--- config.mk ---
export PLATFORM = sky130hd
export DESIGN_NAME = crossing_tracker
export DESIGN_NICKNAME = d
export VERILOG_FILES = /design/src/rtl/crossing_tracker.sv
export SDC_FILE = /design/constraint.sdc
export NUM_CORES = 1
export LEC_CHECK = 0
export ABC_AREA = 1
export ABC_CLOCK_PERIOD_IN_PS = 900
export BUFFER_PORTS_ARGS = -buffer_cell sky130_fd_sc_hd__buf_4
export CAP_MARGIN = 25
export CORE_AREA = 2 2 41 43
export DETAILED_ROUTE_END_ITERATION = 10
export DIE_AREA = 0 0 43 45
export MAX_ROUTING_LAYER = met4
export SYNTH_ARGS = -nofsm -noshare
export SYNTH_HDL_FRONTEND = slang
export SYNTH_SLANG_ARGS = --single-unit
--- constraint.sdc ---
create_clock -name clk -period 0.9 [get_ports clk]
set_input_delay 0.045 -clock clk [delete_from_list [all_inputs] [get_ports clk]]
set_output_delay 0.045 -clock clk [all_outputs]
set_load 0.02 [all_outputs]
--- src/rtl/crossing_tracker.sv ---
// Debounced line-crossing detector: counts each all-black sensor event exactly once,
// with wrap/saturate counter, sticky overflow and an optional stuck-on-line watchdog.
module crossing_tracker #(
   parameter int unsigned NUM_SENSORS = 3,
   parameter int unsigned COUNT_W     = 2,
   parameter int unsigned START_COUNT = 1,
   parameter int unsigned DEBOUNCE    = 1,
   parameter bit          SATURATE    = 1'b0,
   parameter int unsigned STUCK_LIMIT = 0
) (
   input  logic                   clk,
   input  logic                   reset,
   input  logic                   enable,
   input  logic                   reset_station,
   input  logic                   reset_crossing_counter,
   input  logic [NUM_SENSORS-1:0] sensor,
   input  logic [COUNT_W-1:0]     target,
   output logic [COUNT_W-1:0]     crossing_counter,
   output logic                   crossing_pulse,
   output logic                   on_crossing,
   output logic                   target_reached,
   output logic                   overflow,
   output logic                   stuck
);

   localparam int unsigned DebW = (DEBOUNCE > 1) ? $clog2(DEBOUNCE + 1) : 1;
   localparam int unsigned StkW = (STUCK_LIMIT > 0) ? $clog2(STUCK_LIMIT + 1) : 1;
   localparam logic [DebW:0]        DebTarget = (DebW + 1)'(DEBOUNCE);
   localparam logic [DebW:0]        DebOne    = 1;
   localparam logic [DebW-1:0]      DebInit   = 1;
   localparam logic [StkW-1:0]      StkLimit  = StkW'(STUCK_LIMIT);
   localparam logic [StkW-1:0]      StkOne    = 1;
   localparam logic [COUNT_W-1:0]   StartVal  = COUNT_W'(START_COUNT);
   localparam logic [COUNT_W-1:0]   CountMax  = '1;
   localparam logic [COUNT_W-1:0]   CntOne    = 1;

   typedef enum logic [2:0] {StIdle, StArm, StCount, StOnLine, StExit} state_e;

   state_e              state_q, state_d;
   logic [DebW-1:0]     deb_q, deb_d;
   logic [DebW:0]       deb_inc;
   logic [StkW-1:0]     stk_q, stk_d;
   logic [COUNT_W-1:0]  cnt_q, cnt_d;
   logic                ovf_q, ovf_d;
   logic                pulse_q, on_q, stuck_q;
   logic                zero, inc, stuck_d, on_d;

   assign zero    = ~|sensor;
   assign deb_inc = {1'b0, deb_q} + DebOne;
   assign inc     = enable && (state_q == StCount);

   always_comb begin
      state_d = state_q;
      deb_d   = deb_q;
      if (!enable) begin
         state_d = StIdle;
         deb_d   = '0;
      end else begin
         unique case (state_q)
            StIdle: begin
               if (zero) begin
                  state_d = (DEBOUNCE == 1) ? StCount : StArm;
                  deb_d   = (DEBOUNCE == 1) ? '0 : DebInit;
               end
            end
            StArm: begin
               if (!zero) begin
                  state_d = StIdle;
                  deb_d   = '0;
               end else if (deb_inc >= DebTarget) begin
                  state_d = StCount;
                  deb_d   = '0;
               end else begin
                  deb_d = deb_inc[DebW-1:0];
               end
            end
            StCount: begin
               state_d = StOnLine;
               deb_d   = '0;
            end
            StOnLine: begin
               if (!zero) begin
                  state_d = (DEBOUNCE == 1) ? StIdle : StExit;
                  deb_d   = (DEBOUNCE == 1) ? '0 : DebInit;
               end
            end
            StExit: begin
               if (zero) begin
                  // Re-entry during exit resumes the same crossing; never recounts.
                  state_d = StOnLine;
                  deb_d   = '0;
               end else if (deb_inc >= DebTarget) begin
                  state_d = StIdle;
                  deb_d   = '0;
               end else begin
                  deb_d = deb_inc[DebW-1:0];
               end
            end
            default: begin
               state_d = StIdle;
               deb_d   = '0;
            end
         endcase
      end
   end

   always_comb begin
      stk_d = stk_q;
      if (!enable || state_d == StIdle) begin
         stk_d = '0;
      end else if ((state_q == StOnLine || state_q == StExit) && stk_q != StkLimit) begin
         stk_d = stk_q + StkOne;
      end
   end

   assign stuck_d = (STUCK_LIMIT != 0) && (stk_d == StkLimit);
   assign on_d    = (state_d == StOnLine) || (state_d == StExit);

   // Clears outrank the increment; a lost increment still produces its pulse.
   always_comb begin
      cnt_d = cnt_q;
      ovf_d = ovf_q;
      if (reset_station) begin
         cnt_d = StartVal;
         ovf_d = 1'b0;
      end else if (reset_crossing_counter) begin
         cnt_d = '0;
         ovf_d = 1'b0;
      end else if (inc) begin
         if (cnt_q == CountMax) begin
            ovf_d = 1'b1;
            if (!SATURATE) cnt_d = '0;
         end else begin
            cnt_d = cnt_q + CntOne;
         end
      end
   end

   always_ff @(posedge clk) begin
      if (!reset) begin
         state_q <= StIdle;
         deb_q   <= '0;
         stk_q   <= '0;
         cnt_q   <= StartVal;
         ovf_q   <= 1'b0;
         pulse_q <= 1'b0;
         on_q    <= 1'b0;
         stuck_q <= 1'b0;
      end else begin
         state_q <= state_d;
         deb_q   <= deb_d;
         stk_q   <= stk_d;
         cnt_q   <= cnt_d;
         ovf_q   <= ovf_d;
         pulse_q <= inc;
         on_q    <= on_d;
         stuck_q <= stuck_d;
      end
   end

   assign crossing_counter = cnt_q;
   assign crossing_pulse   = pulse_q;
   assign on_crossing      = on_q;
   assign overflow         = ovf_q;
   assign stuck            = stuck_q;
   assign target_reached   = (cnt_q == target);

endmodule
==> summary.md, run 1 <==
| Metric | Value |
|---|---|
| Mapped Cells | `49` |
| Synth area leader | `dfxtp_1` |
| Post-synth EDFFs | `0` |
| Crit. End Element | `output port` |
| Area growth syn-to-layout | `72.92%` |
| XOR/XNOR Fraction of Synth Area | `0.04861` |
| Compound-gate portion of the synthesized area | `0.07639` |
| Via Count | `387` |
| Min-Delay Path Depth | `3` |
| Worst Skew | `0.005625 ns` |
| Power Density | `1209 mW/mm^2` |
| GP Congestion | `0.6764` |
| Multi-input logic area | `181.4 sq um` |
| Mapped cell area | `360.3 sq um` |
| Die Wd | `43 um` |
| FF+latch count, synth | `8` |
| Setup slack after layout | `-0.1124 ns` |
| Synth warnings | `0` |
| Simple-Gate Fraction of Synth Area | `0.2813` |
| Synthesized area per cell | `7.354 sq um` |
| Ys async rst share | `0` |
| Leakage | `0.2924 nW` |
| Vias in the first global route | `323` |
| MaxCap Viol Count | `0` |
| Post-detailed-route via-to-cell ratio | `4.253` |
| DRT iter0 DRCs | `6` |
| TritonCTS Sinks | `8` |
| Endpoints failing setup | `5` |
| N_diodes | `0` |
| Violated checks | `negative setup slack` |
| Worst reg2reg path depth | `6` |
| GR Overflow Total | `0` |
| Slew Limit Fails | `0` |
| Post-Synth Adder-Cell Area | `0.03472` |
| Peak Freq | `987.8 MHz` |
| Register area share after synthesis | `0.4444` |
| Register Area | `171.4 sq um` |
| Min-delay src | `reset` |
| Pre-antenna DRT Iters | `4` |
| Clock Path Buffers | `2` |
| Worst skew pair latency | `0.25 ns` |
| Top-count cell post-synth | `nor2_1` |
| Netlist cell types | `15` |
| Worst Hold Path EP | `crossing_pulse` |
| Largest net degree at the start of global routing | `6` |
| VDD IR-drop max | `0.6411 mV` |
| Setup slack at placement | `0.02178 ns` |
| Final worst path period share | `1.125` |
| Worst R2R Setup Slack | `-0.09 ns` |
| PortBufs | `15` |
| Kind of critical path | `reg -> out` |
| Top FF cell, synth | `dfxtp_1` |
| CP arrival | `0.97 ns` |
| Status | `complete, but fails checks` |
| Clock Pin Slew Worst Setup and Hold Paths | `0.06 ns` |
| Io pins | `17` |
| Detailed-placement wirelength estimate | `593 um` |
| Area share of the largest cell type after synthesis | `0.4444` |
| R2r endpoint | `crossing_counter[1]` |
| CTS tree | `done` |
| Fin util | `0.4235` |
| Worst min path class | `in -> reg` |
| Synth cell count leaders | `nor2_1, dfxtp_1, inv_1` |
| Nets | `88` |
| Share of layout cells above drive strength 1 | `0.4533` |
| Die Y | `45 um` |
| Worst r2r src | `crossing_counter[0]` |
| Core area | `0.001471 sq mm` |
| Root Buffer | `clkbuf_4` |
| Final WL | `824 um` |
| Initial Utilization | `0.2449` |
| Floorplan row count | `14` |
| Hold Fails Final Rpt | `0` |
| DR DRC count | `0` |
| Post-DRT Antenna Nets | `0` |
| Total power | `0.0007530 W` |
| Largest cells by area after synthesis | `dfxtp_1, nor2_1, inv_1` |
| H-tree levels | `1` |
| Period minus WS final | `1.012 ns` |
| Die ar. | `0.001935 sq mm` |
| Initial antenna violation count | `0` |
| Worst setup SP type | `flip-flop` |
| Setup TNS | `-0.3894 ns` |
| Wirelength per Cell | `9.055 um` |
| Worst Path Required | `0.85 ns` |
| Total GRT Usage | `0.09635` |
| Fillers | `163` |
| Max FO, Critical Path | `2` |
| Largest family of logic cells by synthesized area | `simple AND/OR/NAND/NOR gates` |
| Proportion of synthesized area in mux cells | `0` |
| Hold WS | `0.05912 ns` |
| First-pass GRT wire length | `1.297 mm` |
| CTS buffer count | `3` |
| Unrepaired setup endpoints after global routing | `true` |
[area by class of cell]
| type | instances | share of cell area |
|---|---|---|
| sequential | 8 | 0.2751 |
| timing repair buffer | 23 | 0.3173 |
| tap | 16 | 0.03213 |
| multi-input combinational | 33 | 0.2912 |
| clock buffer | 3 | 0.03614 |
| inverter | 8 | 0.04819 |
[power breakdown]
| part | switching, W | internal [W] | total [W] |
|---|---|---|---|
| Combinational | 0.0000516 | 0.0000644 | 0.000116 |
| Sequential | 0.00000621 | 0.000358 | 0.000364 |
| Clock | 0.000120 | 0.000152 | 0.000273 |
[routing by layer]
metal / track usage / wire (um) / vias to the layer above / part of all wire
li1: - / - / 211 / -
met1: 0.1007 / 333 / 164 / 0.40
met2: 0.1545 / 436 / 10 / 0.53
met3: 0.05200 / 40 / 2 / 0.049
met4: 0.03636 / 14 / 0 / 0.017
met5: - / 0 / - / 0
[worst max-delay path: stages, from the launching register on]
cell and delay [ns]:
dfxtp_4 0.34, xor2_1 0.13, nor2_1 0.10, buf_4 0.15
[flip-flops by register name (all words and copies together) (netlist names)]
signal            count
on_crossing           1
crossing_pulse        1
overflow              1
state_q               3
crossing_counter      2
[layout by cell type, fill, tap and decap left out, types with 3 or more instances in the layout]
master	instances
dfxtp_1	3
buf_4	16
dfxtp_2	3
nand2_1	4
inv_1	6
a21oi_1	3
nand3_1	5
nor2_1	9
clkbuf_4	3
buf_6	6
[worst max-delay path by stage]
| stage | startpoint | to | slack [ns] | cells past startpoint |
|---|---|---|---|---|
| floorplan | crossing_counter[0] | crossing_counter[1] | 0.03 | 5 |
| finish | crossing_counter[1] | target_reached | -0.11 | 3 |
| global placement | state_q[1] | overflow | 0.03 | 4 |
| detailed placement | crossing_counter[0] | crossing_counter[1] | 0.02 | 5 |
| global route | crossing_counter[1] | target_reached | -0.18 | 3 |
| CTS | crossing_counter[0] | target_reached | -0.14 | 3 |
[timing repair]
| item | in CTS | in global routing |
|---|---|---|
| setup endpoints to repair | 1 | 9 |
| pin swaps | 2 | 4 |
| resized for setup | 2 | 11 |
| hold buffers | 1 | 0 |
| buffers inserted | 2 | 4 |
| hold endpoints to repair | 1 | 0 |
[metrics by stage]
step | instance area (sq um) | std cells
after floorplan | 384.1 | 50
after global placement | 516.7 | 81
after detailed placement | 516.7 | 81
after CTS | 571.8 | 87
after global routing | 623.1 | 91
final | 623.1 | 91
[kinds of logic (layout without fill, tap and decap cells)]
logic type | count (synthesis) | after routing
simple gates | 23 | 23
compound gates | 5 | 5
buf+inv | 9 | 34
fa+ha+maj | 1 | 1
xor+xnor | 2 | 2
flops | 8 | 8
other cells | 1 | 2
(Power assumes the default switching activity.)
==> inputs of run 2 (changes only) <==
--- a/config.mk
+++ b/config.mk
@@ -6,12 +6,14 @@
 export NUM_CORES = 1
 export LEC_CHECK = 0
 export ABC_AREA = 1
-export ABC_CLOCK_PERIOD_IN_PS = 900
+export ABC_CLOCK_PERIOD_IN_PS = 1000
 export BUFFER_PORTS_ARGS = -buffer_cell sky130_fd_sc_hd__buf_4
 export CAP_MARGIN = 25
 export CORE_AREA = 2 2 41 43
+export CTS_CLUSTER_SIZE = 8
 export DETAILED_ROUTE_END_ITERATION = 10
 export DIE_AREA = 0 0 43 45
+export HOLD_SLACK_MARGIN = 0.12
 export MAX_ROUTING_LAYER = met4
 export SYNTH_ARGS = -nofsm -noshare
 export SYNTH_HDL_FRONTEND = slang
==> constraint.sdc (replaced) <==
create_clock -name clk -period 1 [get_ports clk]
set_input_delay 0.05 -clock clk [delete_from_list [all_inputs] [get_ports clk]]
set_output_delay 0.05 -clock clk [all_outputs]
set_load 0.02 [all_outputs]
==> summary.md, run 2 (synthesized netlist as in run 1, its figures left out) <==
| Metric | Value |
|---|---|
| Status | `complete, but fails checks (unchanged)` |
| Violated checks | `negative setup slack (unchanged)` |
| Sw Share | `0.2422 (was 0.2363)` |
| Share of layout cells above drive strength 1 | `0.3562 (was 0.4533)` |
| Unrepaired setup endpoints after global routing | `true (unchanged)` |
| Final worst path period share | `1.024` |
| Area growth syn-to-layout | `64.93% (was 72.92%)` |
| Slew Limit Fails | `0 (unchanged)` |
| Combinational power share | `0.156 (was 0.154)` |
| Pre-antenna DRT Iters | `3 (was 4)` |
| Hold WS | `0.1814 ns (was 0.05912 ns)` |
| First-pass GRT wire length | `1.380 mm (was 1.297 mm)` |
| Final WL | `815 um (was 824 um)` |
| DR DRC count | `0 (unchanged)` |
| Die Wd | `43 um (unchanged)` |
| Worst Path Required | `0.95 ns (was 0.85 ns)` |
| Setup TNS | `-0.02390 ns (was -0.3894 ns)` |
| Max FO, Critical Path | `4 (was 2)` |
| Die ar. | `0.001935 sq mm (unchanged)` |
| Worst Skew | `0.001567 ns (was 0.005625 ns)` |
| Commonest non-fill, non-tap cell in the layout | `buf_4 (unchanged)` |
| GR Layer Usage met2 | `0.1758 (was 0.1545)` |
| CP arrival | `0.97 ns (about the same)` |
| MaxCap Viol Count | `0 (unchanged)` |
| VDD IR-drop max | `0.4842 mV (was 0.6411 mV)` |
| DRT iter0 DRCs | `1 (was 6)` |
| TritonCTS Sinks | `8 (unchanged)` |
| Met3 usage | `0.02400 (was 0.05200)` |
| GP Congestion | `0.7179 (was 0.6764)` |
| Min-Delay Path Depth | `5 (was 3)` |
| Worst skew pair latency | `0.26 ns (was 0.25 ns)` |
| Setup slack after layout | `-0.02390 ns (was -0.1124 ns)` |
| Power Density | `1157 mW/mm^2 (was 1209 mW/mm^2)` |
| Crit. End Element | `output port (unchanged)` |
| Post-DRT Antenna Nets | `0 (unchanged)` |
| Most frequent cells in the layout | `buf_4, nor2_1, inv_1, dfxtp_1, dlygate4sd3_1 (was buf_4, nor2_1, inv_1, buf_6, nand3_1)` |
| Nets | `86 (was 88)` |
| Placed Instances | `80 (was 81)` |
| Worst min path class | `in -> reg (unchanged)` |
| Seq pwr share | `0.481 (was 0.484)` |
| Worst reg2reg path depth | `5 (was 6)` |
| GR Overflow Total | `0 (unchanged)` |
| Count of non-filler cells in the finished layout | `89 (was 91)` |
| Clock power frac | `0.362 (about the same)` |
| N_diodes | `0 (unchanged)` |
| Biggest register | `state_q (unchanged)` |
| Worst setup SP type | `flip-flop (unchanged)` |
| Net switching power | `0.0001665 W (was 0.0001780 W)` |
| Floorplan row count | `14 (unchanged)` |
| Leakage | `0.2731 nW (was 0.2924 nW)` |
| Clock Path Buffers | `2 (unchanged)` |
| Top Usage Layer GRT | `met2 (unchanged)` |
| M1 GR Usage | `0.09337 (was 0.1007)` |
| Hold Fails Final Rpt | `0 (unchanged)` |
| Post-detailed-route via-to-cell ratio | `4.438 (was 4.253)` |
| Die Y | `45 um (unchanged)` |
| Setup slack at placement | `0.06194 ns (was 0.02178 ns)` |
| Largest net degree at the start of global routing | `6 (unchanged)` |
| Wirelength per Cell | `9.157 um (was 9.055 um)` |
| Kind of critical path | `reg -> out (unchanged)` |
| Period minus WS final | `1.024 ns` |
| Peak Freq | `976.7 MHz` |
| Io pins | `17 (unchanged)` |
| Root Buffer | `clkbuf_4 (unchanged)` |
| PortBufs | `15 (unchanged)` |
| CTS buffer count | `3 (unchanged)` |
| Clock Pin Slew Worst Setup and Hold Paths | `0.05 ns (was 0.06 ns)` |
| Endpoints failing setup | `1 (was 5)` |
| Max FFs per register | `3 (unchanged)` |
| H-tree levels | `1 (unchanged)` |
| Total GRT Usage | `0.1016 (was 0.09635)` |
| Vias in the first global route | `380 (was 323)` |
| Detailed-placement wirelength estimate | `593.7 um (was 593 um)` |
| Internal power | `0.0005209 W (was 0.0005751 W)` |
| Initial antenna violation count | `0 (unchanged)` |
| Initial Utilization | `0.2449 (unchanged)` |
| Via Count | `395 (was 387)` |
| CTS tree | `done (unchanged)` |
| Core area | `0.001471 sq mm (unchanged)` |
| Total power | `0.0006874 W (was 0.0007530 W)` |
## run 2: changes by cell type in the layout (fill, tap and decap cells not counted), sizes merged
cell / previous run / this run
buf: 22 / 16
dlygate4sd3: 1 / 5
## run 2: cell type report
type	instances	area, sq um
inverter	8	30.03
fill	154	877.1
tap	16	20.02
clock buffer	3	22.52
sequential	8	166.4
timing repair buffer	21	170.2
multi-input combinational	33	185.2
## run 2: what timing repair did
item	CTS	global route
hold buffers	5	0
hold endpoints to repair	5	0
buffers inserted	1	0
setup endpoints to repair	1	3
gates resized for setup	1	6
pin swaps	2	3
## run 2: path summary, 6_finish.rpt
check | slack [ns] | start | endpoint
hold reg to reg | 0.46 | overflow | overflow
setup / recovery | -0.02 | crossing_counter[1] | target_reached
setup reg to reg | 0.07 | crossing_counter[0] | crossing_counter[1]
hold / removal | 0.18 | sensor[1] | state_q[0]
## run 2: routing by layer
| metal | vias up | share of wire |
|---|---|---|
| met5 | - | 0 |
| met4 | 0 | 0.043 |
| met3 | 5 | 0.039 |
| met2 | 10 | 0.50 |
| met1 | 178 | 0.42 |
| li1 | 202 | - |
## run 2: power by group through the flow
stage	combinational, W	sequential [W]	clock (W)
after floorplan	0.0000377	0.000341	0
after CTS	0.000102	0.000330	0.000255
after detailed placement	0.0000826	0.000339	0
final	0.000108	0.000331	0.000249
after global routing	0.000118	0.000331	0.000270
after global placement	0.0000813	0.000339	0
## run 2: worst max-delay path: stages (launching register included)
cell and delay, ns:
dfxtp_2 0.33, xor2_1 0.14, nor2_1 0.10, buf_4 0.15
## run 2: through the flow
stage | utilization | area [sq um]
detailed placement | 0.3342 | 491.7
global route | 0.4039 | 594.3
floorplan | - | 366.6
finish | 0.4039 | 594.3
global placement | 0.3342 | 491.7
CTS | 0.3903 | 574.3
